### src/rtl/aos_softreg_router_tracked.sv
// SoftReg router: host port to SR_NUM_APPS application slots.
// Decodes the app index from the address, masks the routing bits from the
// address seen by the app, tracks a single outstanding read and returns an
// error word for invalid/disabled targets. A saturating error counter is
// provided for debug.
// Optional feature macro: AOS_SR_TIMEOUT_EN enables the read-response timer.
// SoftReg structs are carried as flat fields; per-slot fields are packed
// with slot i occupying bits [i*W +: W].
module aos_softreg_router_tracked #(
  parameter int          SR_NUM_APPS    = 4,
  parameter int          APP_SEL_LSB    = 10,
  parameter int          APP_SEL_BITS   = 6,
  parameter int          TIMEOUT_CYCLES = 1024,
  parameter logic [63:0] ERR_DATA       = 64'hDEAD_BEEF_DEAD_BEEF
) (
  input  logic                      clk,
  input  logic                      rst,
  input  logic [SR_NUM_APPS-1:0]    app_enable,
  input  logic                      softreg_req_valid,
  input  logic                      softreg_req_is_write,
  input  logic [31:0]               softreg_req_addr,
  input  logic [63:0]               softreg_req_data,
  output logic                      softreg_resp_valid,
  output logic [63:0]               softreg_resp_data,
  output logic [SR_NUM_APPS-1:0]    app_softreg_req_valid,
  output logic [SR_NUM_APPS-1:0]    app_softreg_req_is_write,
  output logic [SR_NUM_APPS*32-1:0] app_softreg_req_addr,
  output logic [SR_NUM_APPS*64-1:0] app_softreg_req_data,
  input  logic [SR_NUM_APPS-1:0]    app_softreg_resp_valid,
  input  logic [SR_NUM_APPS*64-1:0] app_softreg_resp_data,
  output logic [15:0]               err_count
);

  localparam logic [31:0] ADDR_MASK = (32'd1 << APP_SEL_LSB) - 32'd1;

  typedef enum logic [1:0] {S_IDLE, S_WAIT, S_ERR} state_t;

  state_t                   state, state_d;
  logic [SR_NUM_APPS-1:0]   tgt_hot, tgt_hot_d;
  logic [APP_SEL_BITS-1:0]  sel;
  logic [SR_NUM_APPS-1:0]   sel_hot;
  logic                     target_valid;
  logic [SR_NUM_APPS-1:0]   fwd_vec_d;
  logic                     resp_valid_d;
  logic [63:0]              resp_data_d;
  logic                     err_evt;
  logic                     tgt_resp_valid;
  logic [63:0]              tgt_resp_data;
  logic                     spurious;
  logic [31:0]              masked_addr;
  logic                     unused_addr_bits;
`ifdef AOS_SR_TIMEOUT_EN
  localparam int TW = $clog2(TIMEOUT_CYCLES);
  logic [TW-1:0] timer, timer_d;
`endif

  // Address bits above the select field carry no meaning for routing.
  assign unused_addr_bits = ^softreg_req_addr;
  assign sel         = softreg_req_addr[APP_SEL_LSB +: APP_SEL_BITS];
  assign masked_addr = softreg_req_addr & ADDR_MASK;

  // Decode the select field to a one-hot slot vector and pick the target's response.
  always_comb begin
    // NOTE: every always_comb output gets a default first so no latch is inferred.
    sel_hot       = '0;
    tgt_resp_data = '0;
    for (int i = 0; i < SR_NUM_APPS; i++) begin
      if (sel == APP_SEL_BITS'(i)) sel_hot[i] = 1'b1;
      if (tgt_hot[i]) tgt_resp_data = app_softreg_resp_data[i*64 +: 64];
    end
  end

  assign target_valid   = |(sel_hot & app_enable);
  assign tgt_resp_valid = (state == S_WAIT) && |(app_softreg_resp_valid & tgt_hot);
  assign spurious       = |(app_softreg_resp_valid &
                            ~((state == S_WAIT) ? tgt_hot : {SR_NUM_APPS{1'b0}}));

  // Next-state, forwarding, host response and error-event logic.
  always_comb begin
    state_d      = state;
    tgt_hot_d    = tgt_hot;
    fwd_vec_d    = '0;
    resp_valid_d = 1'b0;
    resp_data_d  = '0;
    err_evt      = spurious;
`ifdef AOS_SR_TIMEOUT_EN
    timer_d      = timer;
`endif
    // Writes route on every state; invalid targets are dropped and counted.
    if (softreg_req_valid && softreg_req_is_write) begin
      if (target_valid) fwd_vec_d = sel_hot;
      else              err_evt   = 1'b1;
    end
    unique case (state)
      S_IDLE: begin
        if (softreg_req_valid && !softreg_req_is_write) begin
          if (target_valid) begin
            fwd_vec_d = sel_hot;
            tgt_hot_d = sel_hot;
            state_d   = S_WAIT;
`ifdef AOS_SR_TIMEOUT_EN
            timer_d   = '0;
`endif
          end else begin
            resp_valid_d = 1'b1;
            resp_data_d  = ERR_DATA;
            err_evt      = 1'b1;
            state_d      = S_ERR;
          end
        end
      end
      S_WAIT: begin
        if (softreg_req_valid && !softreg_req_is_write) err_evt = 1'b1;
        // A response on the timeout edge takes priority over the timeout.
        if (tgt_resp_valid) begin
          resp_valid_d = 1'b1;
          resp_data_d  = tgt_resp_data;
          state_d      = S_IDLE;
        end
`ifdef AOS_SR_TIMEOUT_EN
        else if (timer == TW'(TIMEOUT_CYCLES - 1)) begin
          resp_valid_d = 1'b1;
          resp_data_d  = ERR_DATA;
          err_evt      = 1'b1;
          state_d      = S_IDLE;
        end else begin
          timer_d = timer + 1'b1;
        end
`endif
      end
      S_ERR: begin
        if (softreg_req_valid && !softreg_req_is_write) err_evt = 1'b1;
        state_d = S_IDLE;
      end
      default: state_d = S_IDLE;
    endcase
  end

  // State, tracker and registered outputs.
  always_ff @(posedge clk) begin
    // NOTE: sequential state uses non-blocking assignments only.
    if (rst) begin
      state                    <= S_IDLE;
      tgt_hot                  <= '0;
      softreg_resp_valid       <= 1'b0;
      softreg_resp_data        <= '0;
      app_softreg_req_valid    <= '0;
      app_softreg_req_is_write <= '0;
      app_softreg_req_addr     <= '0;
      app_softreg_req_data     <= '0;
      err_count                <= '0;
`ifdef AOS_SR_TIMEOUT_EN
      timer                    <= '0;
`endif
    end else begin
      state              <= state_d;
      tgt_hot            <= tgt_hot_d;
      softreg_resp_valid <= resp_valid_d;
      softreg_resp_data  <= resp_data_d;
      for (int i = 0; i < SR_NUM_APPS; i++) begin
        app_softreg_req_valid[i]        <= fwd_vec_d[i];
        app_softreg_req_is_write[i]     <= fwd_vec_d[i] & softreg_req_is_write;
        app_softreg_req_addr[i*32 +: 32] <= fwd_vec_d[i] ? masked_addr : 32'd0;
        app_softreg_req_data[i*64 +: 64] <= fwd_vec_d[i] ? softreg_req_data : 64'd0;
      end
      if (err_evt && err_count != 16'hFFFF) err_count <= err_count + 16'd1;
`ifdef AOS_SR_TIMEOUT_EN
      timer <= timer_d;
`endif
    end
  end

endmodule
### config.mk
export PLATFORM = sky130hd
export DESIGN_NAME = aos_softreg_router_tracked
export DESIGN_NICKNAME = d
export VERILOG_FILES = /design/src/rtl/aos_softreg_router_tracked.sv
export SDC_FILE = /design/constraint.sdc
export NUM_CORES = 1
export LEC_CHECK = 0
export ABC_AREA = 1
export BUFFER_PORTS_ARGS = -buffer_cell sky130_fd_sc_hd__buf_2
export CAP_MARGIN = 20
export CORE_AREA = 2 2 323 325
export CTS_CLUSTER_SIZE = 28
export DETAILED_ROUTE_END_ITERATION = 6
export DIE_AREA = 0 0 325 327
export GPL_TIMING_DRIVEN = 0
export HOLD_SLACK_MARGIN = 0.03
export SLEW_MARGIN = 15
export SYNTH_ARGS = -nofsm -noshare
export SYNTH_HDL_FRONTEND = slang
export SYNTH_SLANG_ARGS = --single-unit
### constraint.sdc
create_clock -name clk -period 2.25 [get_ports clk]
set_clock_uncertainty 0.05 [all_clocks]
set_input_delay 0.45 -clock clk [delete_from_list [all_inputs] [get_ports clk]]
set_output_delay 0.45 -clock clk [all_outputs]
set_load 0.01 [all_outputs]
==> impl_results.md <==
* Status: finished clean
* Total number of vias at 13800
* Total routed wirelength at 77500 um
* CTS Buf Count at 44
* Synth-to-Final Area Change at 55.7%
* Detail Placement HPWL at 65700 um
* WL/cell at approximately 20 um
* Layout cells sized above 1 at 39.9%
* Largest net degree at the start of global routing at 15
* Final worst path period share at between 90% and 100%
* Initial antenna violation count at 48
* GR Overflow Total at 0
* Peak supply drop at between 0.0005 and 0.0006 V
* Synthesized netlist cell count at 1575
* DR pass1 iterations at 5
* Vias in the first global route at between 10000 and 15000
* Top-area cell type share of the netlist area at 58.1%
* DRT iter0 DRCs at 676
* Crit path launch: tgt_hot[0]
* RSZ-0062 raised after global routing: yes
* Seq pwr share at 46.1%
* Synth top area cells: dfxtp_1, nor2_1, buf_4
* Leakage at 0.0107 uW
* Final Max Tran Viols at 0
* Fin. Hold Viols at 0
* CP required at about 2700 ps
* Synth area leader: dfxtp_1
* CP Capture Type: flip-flop
* Synth Register Bits at 391
* First-pass GRT wire length at 104000 um
* Vias/cell at 3.54
* RR Startpoint: tgt_hot[0]
* Longest Clk Path Bufs at 3
* Max-Cap Viols at 0
* Gr usage total at 14.0%
* Setup violations, final at 0
* Pint at between 10000 and 15000 uW
* Die Span Y at 327 um
* WS Path Type: reg2reg
* CP Max Fanout at 10
* Row cnt at approximately 120
* Max H-tree Level at 2
* Area after DPL at just under 20000 um2
* Worst rel slew slack at 34.8%
* Routability Congestion at 0.897
* Seq/Total Area, Yosys at 58.1%
* Combinational share of power at 6.6%
* Root buf cell: clkbuf_16
* CP startpoint kind: flip-flop
* # DRC at 0
* Number of flops mapped to enable cells by yosys at 0
* Synth warn at 0
* Filler Cells Inserted at between 10000 and 15000
* Net load switching power at 3600 uW
* Antenna viol nets, final at 0
* Worst Tran Pin Value at roughly 980 ps
* Clock sink total at about 400
* I/O pin cnt at approximately 840
* Pre-CTS setup slack at -1420 ps
* Ys async rst share at 0%
* Synth Area per Inst at between 8 and 9 um2
* Worst skew pair latency at 590 ps
* Fin crit period at 2110 ps
* Port Buffers at 732
* Worst setup margin at roughly 140 ps
* Die Area at 106000 um2
* HP Class: in2reg
* Die width at about 330 um
* Clk slew on worst S/H paths at 60 ps
* Clock Power Share at between 40% and 50%
* Final #Nets at 2825
* Hold path start: softreg_req_data[27]
* Switching share of power at a little under a quarter
* F_max at between 400 and 500 MHz
* Initial core utilization at roughly an eighth
* Post-Syn Area at 13500 um2
* Dominant synthesized flop cell: dfxtp_1
* Critical path arrival at 2560 ps
* TritonCTS clock tree: built
* Netlist cell types at 32
* Pwr per Cell Area at 723 nW/um2
* CORE AREA at 103000 um2
* Cell area after layout at 21000 um2
==> cells by family after synthesis <==
group | after synthesis | synth area share [%]
and+or+nand+nor | 575 | 17.2
DFF | 391 | 58.1
buffers and inverters | 299 | 11.1
AOI/OAI and AO/OA | 292 | 12.4
xor gates and xnor gates | 13 | 0.844
adders and majority gates | 4 | 0.371
other | 1 | 0.0278
==> metal layers <==
metal / track usage (%) / vias to the layer above / wire length, um
met4: 5.81 / 20 / 2920
li1: - / 6613 / -
met5: 0 / - / 116
met1: 15.2 / 6227 / 29300
met2: 25.4 / 726 / 39300
met3: 3.98 / 166 / 5880
==> final cells by class <==
cell class	count	area, um2	share of cell area (%)
flip-flops and latches	391	7830	37.3
clock inverters	14	136	0.650
diodes	12	30.0	0.143
clock buffers	63	1310	6.21
repair buffers	750	3870	18.4
plain buffers	184	1150	5.47
inverters	114	428	2.04
multi-input cells	972	4520	21.5
well taps	1380	1730	8.22
==> cell usage in the layout, fill, tap and decap left out, types with 17 or more instances in the layout <==
cell,count
buf_2,752
nor2_1,413
dfxtp_1,389
a21oi_1,126
inv_1,111
buf_4,102
nand2_1,91
conb_1,88
o21ai_0,83
a22oi_1,65
clkbuf_1,47
clkbuf_16,46
nand3_1,25
nor3_1,22
clkbuf_2,17
==> sequential cells by signal (all words and copies together), names as in the netlist <==
name and cells:
app_softreg_req_data 256, softreg_resp_data 64, app_softreg_req_addr 40, err_count 16, app_softreg_req_is_write 4, app_softreg_req_valid 4
tgt_hot 4, state 2, softreg_resp_valid 1
==> per-stage QoR <==
step | setup TNS (ps) | std cells | util [%] | power (uW) | hold WS, ps
floorplan | 0 | 1662 | - | 7570 | 406
CTS | 0 | 3866 | 20.3 | 15400 | 30.1
finish | 0 | 3880 | 20.4 | 15200 | 79.4
global route | -48.8 | 3876 | 20.4 | 15800 | 56.1
global placement | -232210 | 3774 | 18.7 | 8130 | 428
detailed placement | -193620 | 3779 | 18.7 | 8130 | 433
==> cells in the mapped netlist (2+ instances only) <==
| master | instances |
|---|---|
| nor2_1 | 417 |
| dfxtp_1 | 391 |
| a21oi_1 | 126 |
| inv_1 | 111 |
| nand2_1 | 91 |
| buf_4 | 88 |
| o21ai_0 | 87 |
| a22oi_1 | 65 |
| clkbuf_1 | 58 |
| buf_2 | 27 |
| nand3_1 | 25 |
| nor3_1 | 22 |
| buf_1 | 11 |
| a21oi_2 | 10 |
| xor2_1 | 10 |
| nor2_2 | 5 |
| ha_1 | 4 |
| inv_2 | 3 |
| nand2_2 | 3 |
| nand3b_1 | 3 |
| xnor2_1 | 3 |
| a211oi_1 | 2 |
| nand4_1 | 2 |
| nor3_2 | 2 |
| nor3_4 | 2 |
==> power groups by stage <==
stage	Clock [uW]	Combinational [uW]	Sequential, uW
floorplan	0	397	7170
global placement	0	975	7150
detailed placement	0	978	7150
CTS	7400	997	7000
global route	7680	1090	7000
finish	7180	995	7000
==> path summary, 6_finish.rpt <==
kind	end	depth (start not counted)	slack (ps)
worst max-delay path	softreg_resp_data[45]	9	140
worst min-delay path	app_softreg_req_data[155]	3	80
worst max register to register	softreg_resp_data[45]	9	140
worst min register to register	state[1]	2	440
==> what timing repair did <==
action                                 in CTS  in global routing
endpoints found under the hold margin      13                  0
setup endpoints to repair                 148                267
gates resized for setup                    31                 40
pin swaps                                   1                  1
hold buffers                                6                  0
setup buffers                               4                  3
==> critical path, stage by stage (launching register included) <==
cell      delay, ps
dfxtp_1         350
inv_1            90
nor2_4          130
buf_12          140
buf_4           110
clkbuf_1        400
a22oi_1         170
o21ai_0         200
nand2_1         140
a21oi_1         220
Note: power is estimated with default switching activity, not from simulation.
